File: src/rtl/cash_key_conditioner.sv
// Cash key front end: synchronise and debounce six denomination keys, turn presses
// into single coin events, queue one per channel and present them on valid/ready.
module cash_key_conditioner #(
  parameter int N_CH     = 6,
  parameter int DB_LIMIT = 1_000_000,
  parameter int DB_W     = 20
) (
  input  logic            clk,
  input  logic            rst,
  input  logic [N_CH-1:0] cash_raw,
  input  logic            accept_en,
  input  logic            coin_ready,
  input  logic            ovf_clr,
  output logic            coin_valid,
  output logic [2:0]      coin_code,
  output logic [6:0]      coin_value,
  output logic [N_CH-1:0] cash_level,
  output logic [N_CH-1:0] pending,
  output logic            ovf
);

  localparam logic [DB_W-1:0] CNT_MAX = DB_W'(DB_LIMIT - 1);

  logic [N_CH-1:0] s1;
  logic [N_CH-1:0] s2;
  logic [N_CH-1:0] level_d;
  logic [DB_W-1:0] cnt [N_CH];

  logic [N_CH-1:0] press;
  logic [N_CH-1:0] new_ev;
  logic [N_CH-1:0] clr_mask;
  logic [N_CH-1:0] pending_nxt;
  logic [2:0]      sel;
  logic            found;
  logic            load;
  logic            drop;

  function automatic logic [6:0] value_of(input logic [2:0] code);
    case (code)
      3'd0:    value_of = 7'd1;
      3'd1:    value_of = 7'd5;
      3'd2:    value_of = 7'd10;
      3'd3:    value_of = 7'd20;
      3'd4:    value_of = 7'd50;
      3'd5:    value_of = 7'd100;
      default: value_of = 7'd0;
    endcase
  endfunction

  always_ff @(posedge clk or posedge rst) begin
    if (rst) begin
      s1         <= '0;
      s2         <= '0;
      level_d    <= '0;
      cash_level <= '0;
      for (int unsigned i = 0; i < N_CH; i++) cnt[i] <= '0;
    end else begin
      s1      <= cash_raw;
      s2      <= s1;
      level_d <= cash_level;
      for (int unsigned i = 0; i < N_CH; i++) begin
        if (s2[i] == cash_level[i]) begin
          cnt[i] <= '0;
        end else if (cnt[i] == CNT_MAX) begin
          cnt[i]        <= '0;
          cash_level[i] <= ~cash_level[i];
        end else begin
          cnt[i] <= cnt[i] + 1'b1;
        end
      end
    end
  end

  // A press is the cycle after cash_level rose; level_d holds the prior level.
  assign press  = cash_level & ~level_d;
  assign new_ev = press & {N_CH{accept_en}};

  always_comb begin
    sel   = '0;
    found = 1'b0;
    for (int unsigned i = 0; i < N_CH; i++) begin
      if (pending[i] && !found) begin
        sel   = 3'(i);
        found = 1'b1;
      end
    end
  end

  assign load        = (!coin_valid || coin_ready) && (|pending);
  assign clr_mask    = load ? (N_CH'(1) << sel) : '0;
  assign drop        = |(new_ev & pending & ~clr_mask);
  assign pending_nxt = (pending & ~clr_mask) | new_ev;

  always_ff @(posedge clk or posedge rst) begin
    if (rst) begin
      pending    <= '0;
      ovf        <= 1'b0;
      coin_valid <= 1'b0;
      coin_code  <= '0;
      coin_value <= '0;
    end else begin
      pending <= pending_nxt;
      if (drop)         ovf <= 1'b1;
      else if (ovf_clr) ovf <= 1'b0;
      if (load) begin
        coin_valid <= 1'b1;
        coin_code  <= sel;
        coin_value <= value_of(sel);
      end else if (coin_ready) begin
        coin_valid <= 1'b0;
      end
    end
  end

endmodule

File: config.mk
export PLATFORM = sky130hd
export DESIGN_NAME = cash_key_conditioner
export DESIGN_NICKNAME = d
export VERILOG_FILES = /design/src/rtl/cash_key_conditioner.sv
export SDC_FILE = /design/constraint.sdc
export NUM_CORES = 1
export LEC_CHECK = 0
export CAP_MARGIN = 15
export CELL_PAD_IN_SITES_DETAIL_PLACEMENT = 0
export CELL_PAD_IN_SITES_GLOBAL_PLACEMENT = 1
export CORE_MARGIN = 2
export CORE_UTILIZATION = 48
export CTS_BUF_LIST = sky130_fd_sc_hd__clkbuf_8 sky130_fd_sc_hd__clkbuf_16
export DETAILED_ROUTE_END_ITERATION = 8
export PLACE_DENSITY = 0.82
export SETUP_SLACK_MARGIN = 0.05
export SYNTH_ARGS = -nofsm -noshare
export SYNTH_HDL_FRONTEND = slang
export SYNTH_SLANG_ARGS = --single-unit
File: constraint.sdc
create_clock -name clk -period 6.5 [get_ports clk]
set_input_delay 0.975 -clock clk [delete_from_list [all_inputs] [get_ports clk]]
set_output_delay 0.975 -clock clk [all_outputs]
set_load 0.1 [all_outputs]
==> results of run 1 <==
==> power groups by stage <==
stage,clock [uW],sequential [uW],combinational [uW]
floorplan,0,1040,44.2
global placement,0,1040,63.0
detailed placement,0,1050,65.1
CTS,938,1030,65.5
global route,981,1030,74.4
finish,915,1030,62.9
==> cells by family after synthesis <==
kind of cell	count (synthesis)
adders and majority gates	6
and+or+nand+nor	370
xor gates and xnor gates	83
AOI/OAI and AO/OA	87
muxes	7
buffers and inverters	37
DFF	161
==> worst max path at each step <==
| stage | endpoint | slack (ps) | cells after the start |
|---|---|---|---|
| 6_report | pending[2] | 3420 | 1 |
| 5_1_grt | pending[2] | 3340 | 1 |
| 4_1_cts | pending[2] | 3390 | 1 |
| 3_5_place_dp | cnt[82] | 3530 | 3 |
| 3_3_place_gp | cnt[81] | 3560 | 3 |
| 2_1_floorplan | cash_level[0] | 1180 | 1 |
==> registers in the layout, indices dropped and copies added (netlist names) <==
register / flops
cash_level: 6
cnt: 120
coin_code: 2
coin_valid: 1
coin_value: 7
level_d: 6
ovf: 1
pending: 6
s1: 6
s2: 6
==> layer usage <==
metal	wire [um]	vias up
li1	-	2762
met1	7160	2739
met2	7478	84
met3	574	14
met4	217	0
met5	0	-
==> cell usage after synthesis (2+ instances only) <==
library cell    n
or4b_1          3
ha_1            6
o31ai_1        12
xnor2_1        47
o31ai_2         3
nand3_1        46
xor2_1         36
clkbuf_1       11
o31ai_4         2
and4_1         16
buf_2           3
nand4_1        33
nand4b_1        7
and2_1          4
nor4bb_1        2
or2_2           2
or4_1          13
o21ai_0        21
nor2_1        105
nor3_1         21
or3_1          16
and3_1          8
a31o_2          3
dfrtp_1       161
nand2_1        59
a21o_1          4
nand3b_1        4
nor4b_1         5
a31oi_1         2
a21oi_1        32
mux2_2          6
nor2b_1         2
inv_1          21
nor4_1         19
nand2b_1        2
==> final cells by class <==
type	count	area share
flip-flops and latches	161	0.4639
multi-input cells	553	0.3917
inverters	21	0.009653
clock buffers	20	0.05374
well taps	211	0.03040
repair buffers	38	0.04265
clock inverters	8	0.007924
==> through the flow <==
step | cell area (sq um) | utilization
finish | 8685 | 0.5671
global route | 8685 | 0.5671
CTS | 8685 | 0.5671
detailed placement | 8149 | 0.5321
global placement | 8149 | 0.5321
floorplan | 7580 | -
==> flow_summary.json, run 1 <==
{
  "setup_tns_ps": 0,
  "critPathBufInv": 1,
  "ys_seq_area_frac": 0.5315,
  "p_leak_uw": 0.003516,
  "path_cells": "clkdlybuf4s50_1",
  "p_sw_uw": 428.2,
  "hpwl_um": 10650,
  "synthAdderAreaFrac": 0.009904,
  "cts_resized": 0,
  "first_iter_violations": 346,
  "cts.clk_slew.worst_paths_ps": 60,
  "dp.cells": 984,
  "final_common_cell": "dfrtp_1",
  "dr.pass1.iters": 6,
  "clock_latency_ps": 420,
  "synth-xor-area-share": 0.09591,
  "nets": 809,
  "reg2reg_slack_ps": 4080,
  "use_met2": 0.3298,
  "timing.rr.start": "cnt[80]",
  "outcome": "finished clean",
  "synth_area_per_cell_sq_um": 10.09,
  "synth_edf_count": 0,
  "cts_tree": "done",
  "power_switching_share": 0.2135,
  "grt_first_pass_wirelength_um": 26760,
  "layout_common_cells": "161 x dfrtp_1, 105 x nor2_1, 59 x nand2_1, 47 x xnor2_1, 46 x nand3_1",
  "first_global_vias": 5643,
  "worst_slack_ps": 3415,
  "reg2reg_depth": 5,
  "startpoint": "pending[2]",
  "slew_headroom": 0.2884,
  "min-delay-start": "s1[3]",
  "hp-class": "flop to flop",
  "seqPwrFrac": 0.512,
  "async_flop_share": 1.000,
  "grt_max_degree": 104,
  "end_kind": "output pin",
  "initial_core_util": 0.4949,
  "yosysTopAreaCellShare": 0.5315,
  "drv_cap": 0,
  "rows": 45,
  "rr_endpoint": "cnt[96]",
  "synth.largest_area_cell": "dfrtp_1",
  "power_uw": 2005,
  "viasPerCell": 5.533,
  "area_growth_pct": 14.58,
  "fin_hold_ws_ps": 345.5,
  "grt_util_met1": 0.2630,
  "crit_family": "buffers and inverters",
  "finalSetupViolCount": 0,
  "ff_latch_area_sq_um": 4029,
  "diodes": 0,
  "hold_depth": 0,
  "layout.cells.non_filler": 1012,
  "syn_area_sq_um": 7580,
  "post-cts-setup-buffer-count": 0,
  "finalCritPeriodShare": 0.4746,
  "drc": 0,
  "dieArea_sq_um": 16810,
  "drive_gt1_frac": 0.06367,
  "htreeDepth": 4,
  "gp_congestion": 0.8318,
  "coreArea_sq_um": 15310,
  "cp_slowest_stage_delay_ps": 1210,
  "nFillCells": 1341,
  "antenna_found_initial": 0,
  "postSynthCellCount": 751,
  "synth_area_leaders": "dfrtp_1 53%, xnor2_1 5.4%, nor2_1 5.2%, xor2_1 4.2%, nand3_1 3.0%",
  "tightest_slew_ps": 1064,
  "drtAntennaViolNets": 0,
  "start_kind": "flop",
  "fmax_mhz": 324.2,
  "powerDensity_nw_per_um2": 230.9,
  "synth_warnings": 0,
  "synth_top_family_by_area": "simple AND/OR/NAND/NOR gates",
  "die_w_um": 129.7,
  "muxShareOfSynthArea": 0.01023,
  "p_clk_frac": 0.456,
  "multiInputGateArea_sq_um": 3402,
  "num_io_pins": 35,
  "hold_viol": 0,
  "critical_path_class": "flop to output pin",
  "cts_max_path_buffers": 2,
  "vias": 5599,
  "vdd_drop_max_mv": 0.2866,
  "postCtsHoldBufs": 0,
  "required_ps": 5520,
  "synthSimpleGateAreaFrac": 0.2562,
  "grt-ovfl-total": 0,
  "min_period_ps": 3085,
  "cts_root_buffer": "clkbuf_16",
  "synth_compound_area_frac": 0.07593,
  "busiest_layer": "met2",
  "crit_arrival_ps": 2110,
  "grt.total_usage": 0.2020,
  "skew_ps": 6.552,
  "die_h_um": 129.7,
  "combPwrFrac": 0.031,
  "critPathMaxFanout": 9,
  "drv_slew": 0,
  "post-place-ws_ps": 3532,
  "cts_buffers": 17,
  "port_buffers": 34,
  "cts.sinks": 161,
  "min_delay_worst_endpoint": "s2[3]",
  "synthesis.nets": 768,
  "synth_flop_cell": "dfrtp_1",
  "slowest_stage": "clkdlybuf4s50_1",
  "wl_per_cell_um": 15.25,
  "use_met3": 0.05491,
  "p_int_uw": 1577,
  "synth_seq_cells": 161,
  "finalWirelength_um": 15430,
  "ys_types": 49,
  "rsz0062_at_grt": "no"
}
Power figures use the tool's default switching activity.
==> inputs of run 2 (changes only) <==
--- a/config.mk
+++ b/config.mk
@@ -9,10 +9,10 @@
 export CELL_PAD_IN_SITES_DETAIL_PLACEMENT = 0
 export CELL_PAD_IN_SITES_GLOBAL_PLACEMENT = 1
 export CORE_MARGIN = 2
-export CORE_UTILIZATION = 48
+export CORE_UTILIZATION = 43
 export CTS_BUF_LIST = sky130_fd_sc_hd__clkbuf_8 sky130_fd_sc_hd__clkbuf_16
 export DETAILED_ROUTE_END_ITERATION = 8
-export PLACE_DENSITY = 0.82
+export PLACE_DENSITY = 0.78
 export SETUP_SLACK_MARGIN = 0.05
 export SYNTH_ARGS = -nofsm -noshare
 export SYNTH_HDL_FRONTEND = slang
==> constraint.sdc (replaced) <==
create_clock -name clk -period 2.7 [get_ports clk]
set_input_delay 0.405 -clock clk [delete_from_list [all_inputs] [get_ports clk]]
set_output_delay 0.405 -clock clk [all_outputs]
set_load 0.1 [all_outputs]
==> flow_summary.json, run 2 (synthesis gave the netlist of run 1 again) <==
{
  "hold_viol": 0,
  "drv_slew": 0,
  "rows": 48,
  "critPathMaxFanout": 19,
  "crit_family": "simple AND/OR/NAND/NOR gates",
  "fmax_mhz": 459.2,
  "required_ps": 2990,
  "drc": 0,
  "htreeDepth": 4,
  "initial_core_util": 0.4398,
  "cts.clk_slew.worst_paths_ps": 60,
  "layout_common_cells": "161 x dfrtp_1, 105 x nor2_1, 59 x nand2_1, 47 x xnor2_1, 46 x nand3_1",
  "area_growth_pct": 15.34,
  "skew_ps": 7.823,
  "nets": 817,
  "crit_arrival_ps": 2470,
  "drv_cap": 0,
  "cts_tree": "done",
  "start_kind": "flop",
  "wl_per_cell_um": 15.23,
  "dieArea_sq_um": 18710,
  "power_uw": 4902,
  "path_cells": "or4b_1 > or4_4 > o21ai_4 > nor2_1",
  "slowest_stage": "or4_4",
  "setup_tns_ps": 0,
  "final_common_cell": "dfrtp_1",
  "reg_top3": "cnt (120), coin_value (7)",
  "tightest_slew_ps": 666.1,
  "cts.sinks": 161,
  "vias": 5633,
  "slew_headroom": 0.5497,
  "rsz0062_at_grt": "no",
  "grt.total_usage": 0.1822,
  "vdd_drop_max_mv": 0.4490,
  "coreArea_sq_um": 17240,
  "cts_max_path_buffers": 2,
  "diodes": 0,
  "hpwl_um": 11070,
  "post-cts-setup-buffer-count": 0,
  "nFillCells": 1532,
  "finalCritPeriodShare": 0.8065,
  "powerDensity_nw_per_um2": 560.7,
  "hp-class": "flop to flop",
  "largest_register_ffs": 120,
  "grt_max_degree": 59,
  "grt-ovfl-total": 0,
  "top_register": "cnt",
  "grt_first_pass_wirelength_um": 26880,
  "end_kind": "flop",
  "drtAntennaViolNets": 0,
  "antenna_found_initial": 0,
  "critPathBufInv": 0,
  "worst-path-stages": 4,
  "outcome": "finished clean",
  "first_iter_violations": 276,
  "cp_slowest_stage_delay_ps": 560,
  "die_h_um": 136.8,
  "p_leak_uw": 0.003605,
  "min_period_ps": 2178,
  "finalWirelength_um": 15760,
  "cts_buffers": 17,
  "num_io_pins": 35,
  "dr.pass1.iters": 5,
  "clock_latency_ps": 430,
  "die_w_um": 136.8,
  "finalSetupViolCount": 0,
  "first_global_vias": 5549,
  "drive_gt1_frac": 0.1062,
  "port_buffers": 34,
  "hold_depth": 0,
  "gp_congestion": 0.8459,
  "postCtsHoldBufs": 0,
  "cts_resized": 0,
  "critical_path_class": "flop to flop",
  "viasPerCell": 5.443,
  "reg2reg_depth": 4,
  "cts_root_buffer": "clkbuf_16"
}
## run 2: metrics by stage
step / utilization / setup WS [ps] / cells / hold WS [ps] / area, sq um
2_1_floorplan: - / 252.2 / 751 / 331.2 / 7584
3_3_place_gp: 0.4752 / 570.5 / 1006 / 331.3 / 8190
3_5_place_dp: 0.4752 / 529.8 / 1006 / 335.5 / 8190
4_1_cts: 0.5072 / 517.1 / 1035 / 349.3 / 8742
5_1_grt: 0.5072 / 389.6 / 1035 / 354.5 / 8742
6_report: 0.5072 / 522.5 / 1035 / 346.8 / 8742
## run 2: layer usage
metal / wire length [um] / vias to the layer above / part of all wire / track usage
li1: - / 2778 / - / -
met1: 7293 / 2763 / 0.46 / 0.2355
met3: 605 / 15 / 0.038 / 0.05185
met5: 0 / - / 0 / 0
met4: 198 / 0 / 0.013 / 0.06014
met2: 7661 / 77 / 0.49 / 0.2956
## run 2: final timing paths
kind / slack [ps] / from / end
worst min register to register: 350 / s1[3] / s2[3]
worst max-delay path: 520 / cnt[75] / cnt[69]
worst min-delay path: 350 / s1[3] / s2[3]
min in group asynchronous: 390 / rst / cnt[75]
worst max register to register: 520 / cnt[75] / cnt[69]
max in group asynchronous: 1550 / rst / cnt[87]
## run 2: area by class of cell
class | instances | area, sq um | share of cell area
sequential | 161 | 4029 | 0.4609
multi-input combinational | 553 | 3402 | 0.3892
clock buffer | 20 | 466.7 | 0.05338
timing repair buffer | 46 | 395.4 | 0.04523
tap | 225 | 281.5 | 0.03220
clock inverter | 9 | 85.08 | 0.009732
inverter | 21 | 82.58 | 0.009446
## run 2: where the power goes
| group | switching [uW] | total [uW] | internal (uW) |
|---|---|---|---|
| combinational | 108 | 164 | 55.7 |
| sequential | 28.1 | 2470 | 2440 |
| clock | 941 | 2270 | 1330 |
==> variant 1, RTL diff (flow settings as in run 1) <==
`DB_LIMIT`: 1_000_000 -> 500_000.
--- a/src/rtl/cash_key_conditioner.sv
+++ b/src/rtl/cash_key_conditioner.sv
@@ -2,7 +2,7 @@
 // into single coin events, queue one per channel and present them on valid/ready.
 module cash_key_conditioner #(
   parameter int N_CH     = 6,
-  parameter int DB_LIMIT = 1_000_000,
+  parameter int DB_LIMIT = 500_000,
   parameter int DB_W     = 20
 ) (
   input  logic            clk,
Check against the original RTL: no difference found for any inputs over 10 cycles, from zero or initial values and one cycle with rst high; that may be too few to reach the edited logic, so the function may still have changed.
==> variant 1 against run 1 <==
  * Critical path depth did not move
  * Cell area decreased by 0.13%
  * Total power up 5.9%
  * Cell count is 1.3% lower
  * Routed wire length down 3.9%
  * Sequential cell count is the same
  * Worst setup slack got worse by 0.019 ns
  * Hold slack improved by 0.0019 ns
  * Area after synthesis fell by 0.86%
  * Highest routed layer unchanged
==> variant 1: results (changes against run 1) <==
| Result | Value | Unit | Delta |
|---|---|---|---|
| Nets@finish | 794 | - | -1.9% |
| WL per Instance | 14.8 | um | -2.6% |
| Diode insertion count for antenna repair | 0 | - | unchanged |
| Count of input and output buffers | 34 | - | unchanged |
| TritonCTS Buffers | 17 | - | unchanged |
| Drt first pass iters | 6 | - | unchanged |
| Number of antenna violations at the first check in global routing | 0 | - | unchanged |
| Worst voltage drop across the vdd grid | 0.190 | mV | -34% |
| Total track usage | 19.2 | % | -0.97 points |
| Data arrival time of the critical path | 2.13 | ns | +0.02 ns |
| Top Family by Delay on Critical Path | buffers and inverters | - |  |
| Number of buffers on the longest clock path | 2 | - | unchanged |
| Synth warn | 0 | - | unchanged |
| Largest stage delay, worst path | 1.23 | ns | +0.02 ns |
| Largest registers | cnt: 120 flops, coin_value: 7 flops | - |  |
| Post-detailed-placement cell area | 0.00805 | mm^2 | -1.2% |
| Via count of the first global-routing pass | 5,418 | - | -4.0% |
| Ys async rst share | 100 | % | unchanged |
| Number of enable-type register cells in the synthesized netlist | 0 | - | unchanged |
| Weighted congestion reported at the end of routability-driven placement | 0.818 | - | -1.6% |
| Clock latency at the later pin of the worst-skew pair | 0.42 | ns | about the same |
| Largest fanout on the critical path | 9 | - | unchanged |
| Largest net degree at the start of global routing | 112 | - | +7.7% |
| Clock tree root buffer cell | clkbuf_16 | - |  |
| Detailed router's first-iteration violation count | 344 | - | -0.58% |
| H-tree levels | 4 | - | unchanged |
| Netlist cell types | 50 | - | +2.0% |
| Nets in the synthesized netlist | 758 | - | -1.3% |
| Ratio of routed vias to standard cells | 5.58 | - | +0.81% |
| Type of the most critical hold path | flop to flop | - |  |
| Launching instance or port of the critical path | pending[2]$_DFF_PP0_ | - |  |
| Sequential area share after synthesis | 53.6 | % | +0.46 points |
| Cell with the biggest individual delay on the critical path | clkdlybuf4s50_1 | - |  |
| Cell types with the largest area share after synthesis | dfrtp_1 (54%), nor2_1 (5.2%), xnor2_1 (5.1%) | - |  |
| Post-CTS Resized | 0 | - | unchanged |
| Setup Skew | 0.00747 | ns | +0.000919 ns |
| Switching fraction of total power | 19.6 | % | -1.7 points |
| Fraction of final layout cells sized beyond drive strength 1 | 6.09 | % | -0.28 points |
| HPWL Detailed | 10,200 | um | -4.7% |
| Worst flop-to-flop path startpoint | cnt[53]$_DFF_PP0_ | - |  |
| Run status | completed | - |  |
| First-pass GRT wire length | 25,700 | um | -3.8% |
| Placement-stage worst setup slack | 3.57 | ns | +0.0423 ns |
| Post-CTS setup buffer count | 0 | - | unchanged |
| Hold path startpoint | s1[4]$_DFF_PP0_ | - |  |
| Clock slew seen by the registers of the worst setup and hold paths | 0.06 | ns | about the same |
| Pleak | 3.65 | nW | +3.7% |
| Ranking of synthesized cells by instance count | dfrtp_1 (161), nor2_1 (105), nand2_1 (54), nand3_1 (45), xnor2_1 (44) | - |  |
| Transition at the pin with the smallest max-transition slack | 1.03 | ns | -0.0317 ns |
==> variant 1: path summary, 6_finish.rpt <==
kind | endpoint | slack, ns | depth (start not counted)
setup / recovery | pending[2] | 3.40 | 1
hold / removal | s2[4]$_DFF_PP0_ | 0.35 | 0
setup reg to reg | cnt[49]$_DFF_PP0_ | 4.24 | 4
hold reg to reg | s2[4]$_DFF_PP0_ | 0.35 | 0
max in group asynchronous | cnt[108]$_DFF_PP0_ | 4.10 | 3
min in group asynchronous | cnt[1]$_DFF_PP0_ | 1.16 | 2
==> variant 1: cell type report <==
class | instances | area, um^2
repair buffers | 37 | 363
clock inverters | 9 | 140
inverters | 20 | 80.1
clock buffers | 21 | 480
well taps | 211 | 264
fillers | 1342 | 6590
flip-flops and latches | 161 | 4030
multi-input cells | 540 | 3320
==> variant 1: worst reg2reg max path: stages (launching register included) <==
cell and delay [ns]:
dfrtp_1 0.40, inv_1 0.07, or4b_4 0.56, o41ai_4 0.93
nor2_1 0.14
==> variant 1: kinds of logic (layout without fill, tap and decap cells) <==
| group | after synthesis | count (layout) | synth area share, % |
|---|---|---|---|
| compound gates | 83 | 83 | 6.98 |
| xor+xnor | 85 | 85 | 9.91 |
| fa+ha+maj | 6 | 6 | 0.999 |
| buf+inv | 40 | 87 | 2.25 |
| flops | 161 | 161 | 53.6 |
| mux | 6 | 6 | 0.899 |
| simple gates | 360 | 360 | 25.4 |
==> variant 1: power groups by stage <==
stage          Sequential, W  Clock [W]  Combinational [W]
2_1_floorplan        0.00104          0          0.0000436
3_3_place_gp         0.00104          0          0.0000597
3_5_place_dp         0.00105          0          0.0000620
4_1_cts              0.00103    0.00106          0.0000621
5_1_grt              0.00103    0.00111          0.0000691
6_report             0.00103    0.00104          0.0000595
==> variant 1: metal layers <==
metal  global-route usage, %  share of wire, %  vias up  wire (um)
met5                       0                 0        -          0
li1                        -                 -     2714          -
met4                    6.71               1.2        0        171
met2                    29.9                47       93       6940
met1                    25.8                47     2749       7020
met3                    5.74               4.7       16        695
==> variant 1: per-stage QoR <==
step                      utilization, %  cells
after floorplan                        -    741
after global placement              52.8    969
after detailed placement            52.8    969
after CTS                           56.8    999
after global routing                56.8    999
final                               56.8    999
==> variant 2, RTL diff (settings of run 1) <==
Without the edit above. Take the reset off `pending` and load it in a clocked block of its own.
--- a/src/rtl/cash_key_conditioner.sv
+++ b/src/rtl/cash_key_conditioner.sv
@@ -93,13 +93,11 @@
 
   always_ff @(posedge clk or posedge rst) begin
     if (rst) begin
-      pending    <= '0;
       ovf        <= 1'b0;
       coin_valid <= 1'b0;
       coin_code  <= '0;
       coin_value <= '0;
     end else begin
-      pending <= pending_nxt;
       if (drop)         ovf <= 1'b1;
       else if (ovf_clr) ovf <= 1'b0;
       if (load) begin
@@ -112,5 +110,9 @@
     end
   end
 
+  always_ff @(posedge clk) begin
+    pending <= pending_nxt;
+  end
+
 endmodule
 
Check against the original RTL: no difference found for any inputs over 10 cycles, from zero or initial values and one cycle with rst high; that may be too few to reach the edited logic, so the function may still have changed.
==> variant 2 against run 1 <==
  * Area after synthesis fell by 0.40%
  * Combinational power decreased by 1%
  * Cell area increased by 0.43%
  * Critical endpoint is now pending[0]
  * Total power increased by 3.8%
  * Largest cell class unchanged
  * Worst setup slack better by 0.0011 ns
  * Routed wire length is 2.9% lower
  * Non-clock buffer count unchanged
  * Sequential power is essentially flat
  * Clock skew is essentially flat
  * Sequential cell count unchanged
==> variant 2: results (changes against run 1) <==
| Result | Value | Unit | Delta |
|---|---|---|---|
| Run status | completed | - |  |
| Clock latency at the later pin of the worst-skew pair | 0.41 | ns |  |
| Post-CTS Resized | 0 | - | unchanged |
| Sequential area share after synthesis | 53.0 | % | -0.19 points |
| Net switching power of the design | 0.000435 | W | +1.5% |
| H-tree levels | 4 | - | unchanged |
| Largest registers | cnt: 120 flops, coin_value: 7 flops | - |  |
| Number of buffers on the longest clock path | 2 | - | unchanged |
| Synth Instances | 751 | - | unchanged |
| Total track usage | 19.1 | % | -1.1 points |
| Post-CTS setup buffer count | 0 | - | unchanged |
| Setup Skew | 0.00619 | ns | -0.000359 ns |
| Largest net degree at the start of global routing | 101 | - | -2.9% |
| Cell types with the largest area share after synthesis | dfrtp_1 (51%), xnor2_1 (5.5%), nor2_1 (5.2%) | - |  |
| Cell count after placement | 984 | - | unchanged |
| Count of input and output buffers | 34 | - | unchanged |
| TritonCTS Buffers | 17 | - | unchanged |
| Clock slew seen by the registers of the worst setup and hold paths | 0.06 | ns | about the same |
| Top Family by Delay on Critical Path | buffers and inverters | - |  |
| Data arrival time of the critical path | 2.11 | ns | about the same |
| Fill cells | 1,356 | - | +1.1% |
| Ys async rst share | 96.3 | % | -3.7 points |
| Fraction of final layout cells sized beyond drive strength 1 | 6.96 | % | +0.59 points |
| Largest fanout on the critical path | 7 | - | -2 |
| Diode insertion count for antenna repair | 0 | - | unchanged |
| Via count of the first global-routing pass | 5,573 | - | -1.2% |
| Type of the most critical hold path | flop to flop | - |  |
| First-pass GRT wire length | 25,700 | um | -4.0% |
| Worst voltage drop across the vdd grid | 0.192 | mV | -33% |
| Netlist cell types | 50 | - | +2.0% |
| Top-area cell type share of the netlist area | 51.4 | % | -1.8 points |
| HPWL Detailed | 10,300 | um | -2.9% |
| Cell with the biggest individual delay on the critical path | clkdlybuf4s50_1 | - |  |
| Detailed router's first-iteration violation count | 335 | - | -3.2% |
| Ratio of routed vias to standard cells | 5.57 | - | +0.66% |
| Nets@finish | 809 | - | unchanged |
| Drt first pass iters | 4 | - | -2 |
| Number of antenna violations at the first check in global routing | 0 | - | unchanged |
| Weighted congestion reported at the end of routability-driven placement | 0.841 | - | +1.1% |
| Ranking of synthesized cells by instance count | dfrtp_1 (155), nor2_1 (105), nand2_1 (59), xnor2_1 (47), nand3_1 (46) | - |  |
| WL per Instance | 14.7 | um | -3.3% |
| Count of vias placed by the detailed router | 5,658 | - | +1.1% |
| Largest stage delay, worst path | 1.19 | ns | -0.02 ns |
| Nets in the synthesized netlist | 768 | - | unchanged |
| Relative slew slack | 33.9 | % | +5.1 points |
| Synth warn | 0 | - | unchanged |
| Pleak | 3.51 | nW | -0.12% |
| Clock tree root buffer cell | clkbuf_16 | - |  |
==> variant 2: changes by cell type in the layout (fill, tap and decap cells not counted), sizes merged <==
cell	delta
bufinv	+1
clkbuf	+2
clkinv	+2
dfrtp	-6
dfxtp	+6
inv	-1
==> variant 2: metrics by stage <==
stage               area [um^2]  setup WS, ns  util [%]
detailed placement         8120          3.60      53.2
floorplan                  7550          1.35         -
global placement           8120          3.64      53.2
CTS                        8720          3.39      57.2
finish                     8720          3.42      57.2
global route               8720          3.34      57.2
==> variant 2: worst paths after layout <==
| path | from | end | slack, ns | cells after the start |
|---|---|---|---|---|
| min in group asynchronous | rst | cnt[98]$_DFF_PP0_ | 1.11 | 2 |
| worst min-delay path | s1[5]$_DFF_PP0_ | s2[5]$_DFF_PP0_ | 0.35 | 0 |
| worst min register to register | s1[5]$_DFF_PP0_ | s2[5]$_DFF_PP0_ | 0.35 | 0 |
| worst max register to register | cnt[80]$_DFF_PP0_ | cnt[96]$_DFF_PP0_ | 4.24 | 5 |
| worst max-delay path | pending[0]$_DFF_P_ | pending[0] | 3.42 | 1 |
| max in group asynchronous | rst | cnt[119]$_DFF_PP0_ | 4.16 | 3 |
==> variant 2: cells by family after synthesis <==
| family | count (synthesis) | share of synthesized area, % |
|---|---|---|
| DFF | 161 | 53.0 |
| xor gates and xnor gates | 83 | 9.63 |
| AOI/OAI and AO/OA | 87 | 7.62 |
| muxes | 7 | 1.03 |
| and+or+nand+nor | 370 | 25.7 |
| adders and majority gates | 6 | 0.994 |
| buffers and inverters | 37 | 2.04 |
==> variant 2: layer usage <==
layer / up-vias / wire, um / global-route usage (%)
li1: 2771 / - / -
met1: 2788 / 7150 / 25.4
met5: - / 0 / 0
met4: 0 / 273 / 7.15
met2: 78 / 7070 / 30.4
met3: 21 / 480 / 5.08
==> variant 2: area by class of cell <==
cell class | count | area, um^2 | area share, %
Timing Repair Buffer | 38 | 370 | 4.25
Inverter | 21 | 83.8 | 0.961
Multi-Input combinational cell | 553 | 3400 | 39.0
Tap cell | 211 | 264 | 3.03
Clock inverter | 10 | 109 | 1.25
Clock buffer | 22 | 494 | 5.67
Sequential cell | 161 | 4000 | 45.8
==> variant 2: power by group through the flow <==
| stage | combinational (W) | sequential, W | clock [W] |
|---|---|---|---|
| final | 0.0000622 | 0.00103 | 0.000992 |
| after global routing | 0.0000738 | 0.00103 | 0.00106 |
| after CTS | 0.0000647 | 0.00103 | 0.00102 |
| after detailed placement | 0.0000645 | 0.00104 | 0 |
| after global placement | 0.0000622 | 0.00104 | 0 |
| after floorplan | 0.0000437 | 0.00104 | 0 |
